$ cat src/rtl/csr_amm_arbiter.sv
// rtl/csr_amm_arbiter.sv - two-requester round-robin arbiter onto one CSR Avalon-MM bridge
// Optional read watchdog: define CSR_ARB_TIMEOUT_EN to enable it (TIMEOUT_CYC sets the limit).
module csr_amm_arbiter #(
    parameter int ADDR_W      = 16,
    parameter int DATA_W      = 32,
    parameter int TIMEOUT_CYC = 1024
) (
    input  logic                clk_i,
    input  logic                rst_n_i,
    // requester 0
    input  logic [ADDR_W-1:0]   s0_address,
    input  logic                s0_read,
    input  logic                s0_write,
    input  logic [DATA_W-1:0]   s0_writedata,
    input  logic [DATA_W/8-1:0] s0_byteenable,
    output logic                s0_waitrequest,
    output logic [DATA_W-1:0]   s0_readdata,
    output logic                s0_readdatavalid,
    // requester 1
    input  logic [ADDR_W-1:0]   s1_address,
    input  logic                s1_read,
    input  logic                s1_write,
    input  logic [DATA_W-1:0]   s1_writedata,
    input  logic [DATA_W/8-1:0] s1_byteenable,
    output logic                s1_waitrequest,
    output logic [DATA_W-1:0]   s1_readdata,
    output logic                s1_readdatavalid,
    // CSR bridge
    output logic [ADDR_W-1:0]   m_address,
    output logic                m_read,
    output logic                m_write,
    output logic [DATA_W-1:0]   m_writedata,
    output logic [DATA_W/8-1:0] m_byteenable,
    output logic                m_burstcount,
    input  logic                m_waitrequest,
    input  logic [DATA_W-1:0]   m_readdata,
    input  logic                m_readdatavalid,
    output logic                timeout_o
);

    typedef enum logic [1:0] {
        IDLE    = 2'd0,
        CMD     = 2'd1,
        RD_WAIT = 2'd2
    } state_t;

    state_t              state_q, state_d;
    logic                grant_q, grant_d;           // 0 = s0, 1 = s1
    logic                last_grant_q, last_grant_d;
    logic                req0, req1;
    logic [ADDR_W-1:0]   g_address;
    logic                g_read, g_write;
    logic [DATA_W-1:0]   g_writedata;
    logic [DATA_W/8-1:0] g_byteenable;
    logic                expire;
    logic                rsp_valid;
    logic [DATA_W-1:0]   rsp_data;

    assign req0 = s0_read | s0_write;
    assign req1 = s1_read | s1_write;

    // Select the command fields of whichever requester currently holds the grant
    always_comb begin
        g_address    = grant_q ? s1_address    : s0_address;
        g_read       = grant_q ? s1_read       : s0_read;
        g_write      = grant_q ? s1_write      : s0_write;
        g_writedata  = grant_q ? s1_writedata  : s0_writedata;
        g_byteenable = grant_q ? s1_byteenable : s0_byteenable;
    end

`ifdef CSR_ARB_TIMEOUT_EN
    localparam int CNT_W = (TIMEOUT_CYC > 1) ? $clog2(TIMEOUT_CYC) : 1;
    localparam int REP   = (DATA_W + 31) / 32;
    localparam logic [REP*32-1:0] TO_REP = {REP{32'hDEADBEEF}};

    logic [CNT_W-1:0] cnt_q, cnt_d;
    logic             timeout_q, timeout_d;

    assign expire    = (state_q == RD_WAIT) && !m_readdatavalid &&
                       (cnt_q == CNT_W'(TIMEOUT_CYC - 1));
    assign rsp_data  = m_readdatavalid ? m_readdata : TO_REP[DATA_W-1:0];
    assign timeout_o = timeout_q;

    // Watchdog counts cycles spent in RD_WAIT; the flag stays set until reset
    always_comb begin
        cnt_d     = '0;
        timeout_d = timeout_q | expire;
        if ((state_q == RD_WAIT) && (state_d == RD_WAIT)) begin
            cnt_d = cnt_q + 1'b1;
        end
    end

    // Watchdog registers
    always_ff @(posedge clk_i or negedge rst_n_i) begin
        if (!rst_n_i) begin
            cnt_q     <= '0;
            timeout_q <= 1'b0;
        end else begin
            cnt_q     <= cnt_d;
            timeout_q <= timeout_d;
        end
    end
`else
    assign expire    = 1'b0;
    assign rsp_data  = m_readdata;
    assign timeout_o = 1'b0;
`endif

    // Next-state: grant in IDLE, issue in CMD, collect the read response in RD_WAIT
    always_comb begin
        state_d      = state_q;
        grant_d      = grant_q;
        last_grant_d = last_grant_q;
        case (state_q)
            IDLE: begin
                if (req0 || req1) begin
                    // on a tie the port that was not served last wins
                    grant_d      = (req0 && req1) ? ~last_grant_q : req1;
                    last_grant_d = grant_d;
                    state_d      = CMD;
                end
            end
            CMD: begin
                if (!g_read && !g_write) begin
                    state_d = IDLE;
                end else if (!m_waitrequest) begin
                    state_d = g_read ? RD_WAIT : IDLE;
                end
            end
            RD_WAIT: begin
                if (m_readdatavalid || expire) begin
                    state_d = IDLE;
                end
            end
            default: state_d = IDLE;
        endcase
    end

    // State, grant and round-robin history registers
    always_ff @(posedge clk_i or negedge rst_n_i) begin
        if (!rst_n_i) begin
            state_q      <= IDLE;
            grant_q      <= 1'b0;
            last_grant_q <= 1'b1;
        end else begin
            state_q      <= state_d;
            grant_q      <= grant_d;
            last_grant_q <= last_grant_d;
        end
    end

    // Bridge command: live mirror of the granted port, read wins over write
    always_comb begin
        m_address    = g_address;
        m_writedata  = g_writedata;
        m_byteenable = g_byteenable;
        m_burstcount = 1'b1;
        m_read       = (state_q == CMD) && g_read;
        m_write      = (state_q == CMD) && g_write && !g_read;
    end

    // Requester responses: stalls follow the bridge only for the granted port in CMD
    always_comb begin
        rsp_valid        = (state_q == RD_WAIT) && (m_readdatavalid || expire);
        s0_waitrequest   = ((state_q == CMD) && !grant_q) ? m_waitrequest : 1'b1;
        s1_waitrequest   = ((state_q == CMD) &&  grant_q) ? m_waitrequest : 1'b1;
        s0_readdatavalid = rsp_valid && !grant_q;
        s1_readdatavalid = rsp_valid &&  grant_q;
        s0_readdata      = s0_readdatavalid ? rsp_data : '0;
        s1_readdata      = s1_readdatavalid ? rsp_data : '0;
    end

endmodule

$ cat config.mk
export PLATFORM = sky130hd
export DESIGN_NAME = csr_amm_arbiter
export DESIGN_NICKNAME = d
export VERILOG_FILES = /design/src/rtl/csr_amm_arbiter.sv
export SDC_FILE = /design/constraint.sdc
export NUM_CORES = 1
export LEC_CHECK = 0
export BUFFER_PORTS_ARGS = -buffer_cell sky130_fd_sc_hd__buf_4
export CORE_AREA = 2 2 104 106
export DETAILED_ROUTE_END_ITERATION = 6
export DIE_AREA = 0 0 106 108
export HOLD_SLACK_MARGIN = 0.02
export PLACE_DENSITY_LB_ADDON = 0.05
export SYNTH_ARGS = -nofsm -noshare
export SYNTH_HDL_FRONTEND = slang
export SYNTH_SLANG_ARGS = --single-unit
$ cat constraint.sdc
create_clock -name clk_i -period 3.8 [get_ports clk_i]
set_input_delay 0.76 -clock clk_i [delete_from_list [all_inputs] [get_ports clk_i]]
set_output_delay 0.76 -clock clk_i [all_outputs]
set_load 0.01 [all_outputs]
* Yosys cells after proc, flatten, opt, wreduce, memory -nomap -nowiden
Index checks and enable logic that the tools add are counted.
** Storage, ports and cells
- Output and inout port bits :: 124
- Bits in registers :: 4
- Bits of input ports :: 144
** Operators by class
- Bitwise logic cells :: 3
- Muxes and demuxes :: 16
- Reduce and logical (&&, ||, !) cells :: 17
- Eq/ne operators :: 5
** Operators by type and width (number)
- two-way mux 32 bit :: 3
- two-way mux 16 bit :: 1
- logical AND 1 bit :: 10
- two-way mux 2 bit :: 5
- one-hot mux 2 bit (3 select lines) :: 1
- two-way mux 1 bit :: 5
- two-way mux 4 bit :: 1
- inequality test 2 bit, second input constant :: 2
- zero test 1 bit :: 3
- inequality test 3 bit, second input constant :: 1
- AND reduction 3 bit :: 1
- equality test 2 x 1 -> 1 bit, second input constant :: 1
- equality test 2 bit, second input constant :: 1
- zero test 2 bit :: 1
- bitwise OR 1 bit :: 2
- AND reduction 2 bit :: 1
- logical OR 1 bit :: 1
- NOT 1 bit :: 1

* Depth between registers and ports, before layout
Gate-level depths: netlist of run 1.
- Depth in word-level cells :: 5
- Depth in mapped cells :: 6

* Least setup slack after synthesis of run 1
Ideal clock, no wire load.
- Path kind :: in2out
- From :: input m_readdatavalid
- To :: output s1_readdata[22]
- Buffers on the path :: 1
- Stages :: 3
- Required time :: 3040 ps
- Slack :: 1676 ps
- Arrival time :: 1364 ps
- Cells stage by stage :: and4b_1 > buf_2 > and2_1
** Between the ends
- Word-level cells in the longest chain between the ends :: 3
** RTL lines
- start: declaration :: line 37 : input logic m_readdatavalid,
- logical AND 1 bit :: line 164 : rsp_valid = (state_q == RD_WAIT) && (m_readdatavalid || expire);
- logical AND 1 bit :: line 168 : s1_readdatavalid = rsp_valid && grant_q;
- via s1_readdatavalid :: line 27 : output logic s1_readdatavalid,
- two-way mux 32 bit :: line 170 : s1_readdata = s1_readdatavalid ? rsp_data : '0;
- end: declaration :: line 26 : output logic [DATA_W-1:0] s1_readdata,
The timed path passes the listed nets, and every way through them passes these cells.

* Worst setup path after layout of run 1
- From :: register grant_q
- To :: output m_writedata[7]
** Between the ends
- Word-level cells in the longest chain between the ends :: 1
** RTL lines
- start: declaration :: line 48 : logic grant_q, grant_d;
- start signal: assignment :: line 147 : grant_q <= grant_d;
- two-way mux 32 bit :: line 67 : g_writedata = grant_q ? s1_writedata : s0_writedata;
- end: declaration :: line 32 : output logic [DATA_W-1:0] m_writedata,
Every way passes these cells.

==> impl_metrics.json, run 1 <==
{
  "grt_util_met3_pct": 4.70,
  "rr_startpoint": "grant_q",
  "synth_top_area_share_pct": 32.6,
  "fin_crit_ns": 2.64,
  "ys_seq_elements": 4,
  "clock_sinks": 4,
  "dieArea_um2": 11400,
  "ant_nets": 0,
  "finalSetupViolCount": 0,
  "drt_pass1_iterations": 4,
  "r2r_end": "state_q[1]",
  "n_antenna_cell": 0,
  "layout_setup_ws_ns": 1.16,
  "die_height_um": 108,
  "placed_area_um2": 3460,
  "postCtsSetupBuffers": 0,
  "place_congestion": 0.736,
  "core_um2": 10200,
  "synthTopCellsByArea": "mux2_2 33%, and2_1 29%, mux2_1 9.8%",
  "wl_per_cell_um": 13.7,
  "async_reset_ff_share_pct": 100,
  "ys_seq_area_share_pct": 7.33,
  "yosys.area.top_type": "mux2_2",
  "period_share_pct": 69.5,
  "met2_usage_pct": 25.3,
  "pin_count": 268,
  "nets": 566,
  "grt_max_degree": 54,
  "cp_common_cell": "buf_4",
  "grt_pass1_wl_mm": 11.0,
  "synthToLayoutAreaGrowth_pct": 154,
  "r2r_slack_ns": 1.98,
  "relSlewSlack_pct": 56.9,
  "overflow": 0,
  "power_density_nw_per_um2": 356,
  "fin_setup_tns_ns": 0,
  "dieWidth_um": 106,
  "grt_antenna_before_repair": 0,
  "cp_slowest_cell": "buf_4",
  "fmax_mhz": 378,
  "endpoint_kind": "output port",
  "cp_slowest_stage_delay_ns": 0.57,
  "final_max_slew_viol_count": 0,
  "worst_ep_required_time_ns": 3.04,
  "synthMostInstantiatedCell": "and2_1",
  "crit_chain": "buf_4, mux2_2, buf_4",
  "vias": 2203,
  "syn_area_per_cell_um2": 8.43,
  "drive_above_1_share_pct": 75.1,
  "root_buffer": "clkbuf_8",
  "cts.path.max_buffers": 2,
  "peakVddDrop_v": 0.000184,
  "startpoint_type": "flop",
  "preCtsSetupSlack_ns": 1.17,
  "synth_edf_count": 0,
  "wl_mm": 7.65,
  "cts_buffers": 3,
  "worst_slew_pin_slew_ns": 0.647,
  "clkTransAtPathRegs_ns": 0.03,
  "status": "completed",
  "port_buffers": 265,
  "reg2reg_depth": 4,
  "worstPathMaxFanout": 53,
  "clk_latency_ns": 0.22,
  "cellLeakagePower_nw": 1.88,
  "post-dp-hpwl_mm": 6.86,
  "grt_usage_pct": 12.1,
  "synth_common_cells": "64 x and2_1, 40 x mux2_2, 12 x mux2_1, 8 x buf_2, 7 x nor2_1",
  "grt_pass1_vias": 2178,
  "met1_usage_pct": 10.8,
  "grt_busiest_layer": "met2",
  "h-tree-depth": 1,
  "vias_per_cell": 3.96,
  "synth.cell_area_um2": 1380,
  "final_area_um2": 3510,
  "clock_skew_ns": 0.00628,
  "hold_class": "primary input to async pin",
  "cts_resized": 0,
  "worstPathArrival_ns": 1.88,
  "cts_tree": "done",
  "drt_iter0_drc": 71,
  "rsz0062_at_grt": "false",
  "finalHoldViolCount": 0,
  "drc_errors": 0,
  "critPathKind": "flop to output port",
  "max-cap-violations": 0,
  "fin_hold_ws_ns": 0.331,
  "start_util_pct": 13.5,
  "crit_start": "grant_q",
  "row_count": 37,
  "netlist_instances": 164,
  "synthesis.nets": 308,
  "ys_warn_count": 0,
  "yosysUniqueCellTypes": 27,
  "cts_hold_buf": 0,
  "synth-main-ff-cell": "dfrtp_1"
}
## logic make-up (layout without fill, tap and decap cells)
logic type,Yosys count,count (layout),share of synthesized area [%]
AO/OA/AOI/OAI,8,8,4.71
multiplexers,53,53,43.1
other,2,2,0.543
buffers and inverters,17,274,8.05
AND/OR/NAND/NOR,80,80,36.3
flip-flops,4,4,7.33
## critical path: cells and delay by family, from the launching register on
family	cells	cell delay, ns
multiplexers	1	0.42
buffers and inverters	2	0.72
flip-flops	1	0.49
## where the power goes
| group | internal (mW) | leakage [nW] | total [mW] | switching, mW |
|---|---|---|---|---|
| logic | 0.612 | 1.81 | 1.04 | 0.429 |
| registers | 0.0692 | 0.0455 | 0.115 | 0.0455 |
| clock network | 0.0716 | 0.0228 | 0.0937 | 0.0221 |
| total | 0.752 | 1.88 | 1.25 | 0.497 |
## area by class of cell
class	instances	area, um2
repair buffers	268	2010
clock buffers	4	45.0
flip-flops and latches	4	103
fillers	1067	6720
inverters	2	7.51
multi-input cells	143	1170
well taps	136	170
## cells in the final DEF, fill, tap and decap left out
master,instances
a211oi_1,1
a21oi_1,1
a32oi_1,1
and2_1,64
and4b_1,1
buf_4,268
clkbuf_1,1
clkbuf_8,3
conb_1,2
dfrtp_1,2
dfrtp_2,1
dfstp_2,1
inv_1,2
mux2_1,12
mux2_2,40
mux2i_1,1
nand2_1,1
nand2b_1,1
nand2b_4,1
nor2_1,7
nor3_1,2
nor3b_4,1
o21ba_2,1
o22a_1,1
o31ai_1,1
o32ai_1,1
o41ai_1,1
or3_1,2
## metal layers
metal  wire length (um)  vias up
met5                  0        -
met4                104        0
met3                888        6
met2               4360      155
met1               2310      976
li1                   -     1066
## through the flow
| step | total power [mW] | utilization [%] | cells |
|---|---|---|---|
| floorplan | 0.684 | - | 164 |
| global placement | 1.18 | 33.8 | 553 |
| detailed placement | 1.17 | 33.8 | 553 |
| CTS | 1.27 | 34.3 | 557 |
| global route | 1.35 | 34.3 | 557 |
| finish | 1.25 | 34.3 | 557 |
## how the worst max path moves through the flow
stage	to	depth (start not counted)
after floorplan	s1_readdata[22]	3
after global placement	s0_readdata[15]	5
after detailed placement	s0_readdata[15]	5
after CTS	m_writedata[7]	3
after global routing	m_write	5
final	m_writedata[7]	3
## sequential cells by signal, summed over array words and instances, names as in the netlist
name          cells
grant_q           1
last_grant_q      1
state_q           2
Note: power is estimated with default switching activity, not from simulation.
==> run 2, diff against run 1 <==
==> constraint.sdc (replaced) <==
create_clock -name clk_i -period 2.5 [get_ports clk_i]
set_input_delay 0.5 -clock clk_i [delete_from_list [all_inputs] [get_ports clk_i]]
set_output_delay 0.5 -clock clk_i [all_outputs]
set_load 0.01 [all_outputs]
==> run 2 against run 1 <==
Net effect: global-route usage increased by 0.17 points; first-iteration DRC count increased by 11%; routed wire length decreased by 0.76%; largest cell class unchanged; highest routed layer unchanged.
==> impl_metrics.json, run 2 (same netlist as run 1, synthesis figures left out) <==
{
  "r2r_end": "state_q[0]",
  "final_common_cell": "buf_4",
  "met1_usage_pct": 11.2,
  "cts_resized": 0,
  "cp-endpoint": "s0_readdata[0]",
  "ant_nets": 0,
  "r2r_slack_ns": 1.12,
  "worstPathArrival_ns": 1.59,
  "vias": 2157,
  "top_register": "state_q",
  "met2_usage_pct": 25.1,
  "fill_cells": 1074,
  "grt_util_met3_pct": 5.30,
  "mostFrequentLayoutCells": "268 x buf_4, 64 x and2_1, 40 x mux2_2",
  "largest_register_ffs": 2,
  "startpoint_type": "flop",
  "rsz0062_at_grt": "false",
  "worstPathMaxFanout": 33,
  "fin_hold_ws_ns": 0.0709,
  "postCtsSetupBuffers": 0,
  "max-cap-violations": 0,
  "drc_errors": 0,
  "grt_busiest_layer": "met2",
  "die_height_um": 108,
  "rr_startpoint": "grant_q",
  "post-dp-hpwl_mm": 6.71,
  "multiInputGateArea_um2": 1170,
  "drt_iter0_drc": 79,
  "core_um2": 10200,
  "wl_per_cell_um": 13.6,
  "wl_mm": 7.60,
  "finalSetupViolCount": 0,
  "reg2reg_depth": 4,
  "overflow": 0,
  "n_antenna_cell": 0,
  "clkTransAtPathRegs_ns": 0.03,
  "endpoint_kind": "output port",
  "cts.path.max_buffers": 2,
  "fmax_mhz": 477,
  "top_regs": "state_q (2), grant_q (1), last_grant_q (1)",
  "worst_ep_required_time_ns": 2.00,
  "power_density_nw_per_um2": 546,
  "nets": 567,
  "place_congestion": 0.702,
  "critPathKind": "flop to output port",
  "grt_antenna_before_repair": 0,
  "grt_pass1_vias": 2165,
  "cts_tree": "done",
  "clock_sinks": 4,
  "drive_above_1_share_pct": 75.1,
  "vias_per_cell": 3.87,
  "h-tree-depth": 1,
  "cts_hold_buf": 0,
  "row_count": 37,
  "finalPower_mw": 1.93,
  "peakVddDrop_v": 0.000370,
  "fin_setup_tns_ns": 0,
  "cts_buffers": 3,
  "fin_crit_ns": 2.09,
  "seqCellArea_um2": 103,
  "grt_usage_pct": 12.2,
  "clk_latency_ns": 0.22,
  "port_buffers": 265,
  "grt_max_degree": 61,
  "root_buffer": "clkbuf_8",
  "cellLeakagePower_nw": 1.89,
  "crit_start": "state_q[0]",
  "final_max_slew_viol_count": 0,
  "grt_pass1_wl_mm": 11.1,
  "dieWidth_um": 106,
  "clock_skew_ns": 0.000684,
  "drt_pass1_iterations": 4,
  "synthToLayoutAreaGrowth_pct": 155,
  "finalHoldViolCount": 0,
  "period_share_pct": 83.8,
  "status": "completed",
  "dieArea_um2": 11400,
  "hold_class": "primary input to async pin",
  "start_util_pct": 13.5,
  "pin_count": 268
}
## run 2: cell types whose count changed in the layout (fill, tap and decap cells not counted), sizes merged
cell,change
buf,+1
## run 2: layer usage
layer / up-vias / part of all wire (%)
met4: 0 / 1.2
met2: 155 / 56
met5: - / 0
met1: 930 / 30
met3: 4 / 13
li1: 1068 / -
## run 2: worst min path at each step
stage	start	to	slack [ns]	cells past startpoint
3_5_place_dp	rst_n_i	state_q[0]	0.30	1
2_1_floorplan	rst_n_i	grant_q	0.20	0
4_1_cts	rst_n_i	state_q[0]	0.06	1
6_report	rst_n_i	state_q[1]	0.07	1
3_3_place_gp	rst_n_i	state_q[1]	0.30	1
5_1_grt	rst_n_i	grant_q	0.06	1
## run 2: per-stage QoR
| stage | utilization (%) | instance area, um2 | cells | setup WS (ns) |
|---|---|---|---|---|
| after floorplan | - | 1380 | 164 | 0.799 |
| after global placement | 34.0 | 3480 | 554 | 0.653 |
| after detailed placement | 34.0 | 3480 | 554 | 0.614 |
| after CTS | 34.5 | 3530 | 558 | 0.377 |
| after global routing | 34.5 | 3530 | 558 | 0.274 |
| final | 34.5 | 3530 | 558 | 0.405 |
## run 2: area by class of cell
cell class	count	area share, %
clock buffers	4	1.28
inverters	2	0.213
multi-input cells	143	33.2
flip-flops and latches	4	2.91
well taps	136	4.82
repair buffers	269	57.6
## run 2: power by group
group / internal (mW) / switching (mW)
combinational: 0.953 / 0.670
clock: 0.109 / 0.0361
sequential: 0.105 / 0.0523
total: 1.17 / 0.758
## run 2: critical path: stages, from the launching register on
cell	delay [ns]
dfrtp_1	0.44
nand2b_4	0.18
nor3b_4	0.18
buf_4	0.28
and2_1	0.17
buf_4	0.12
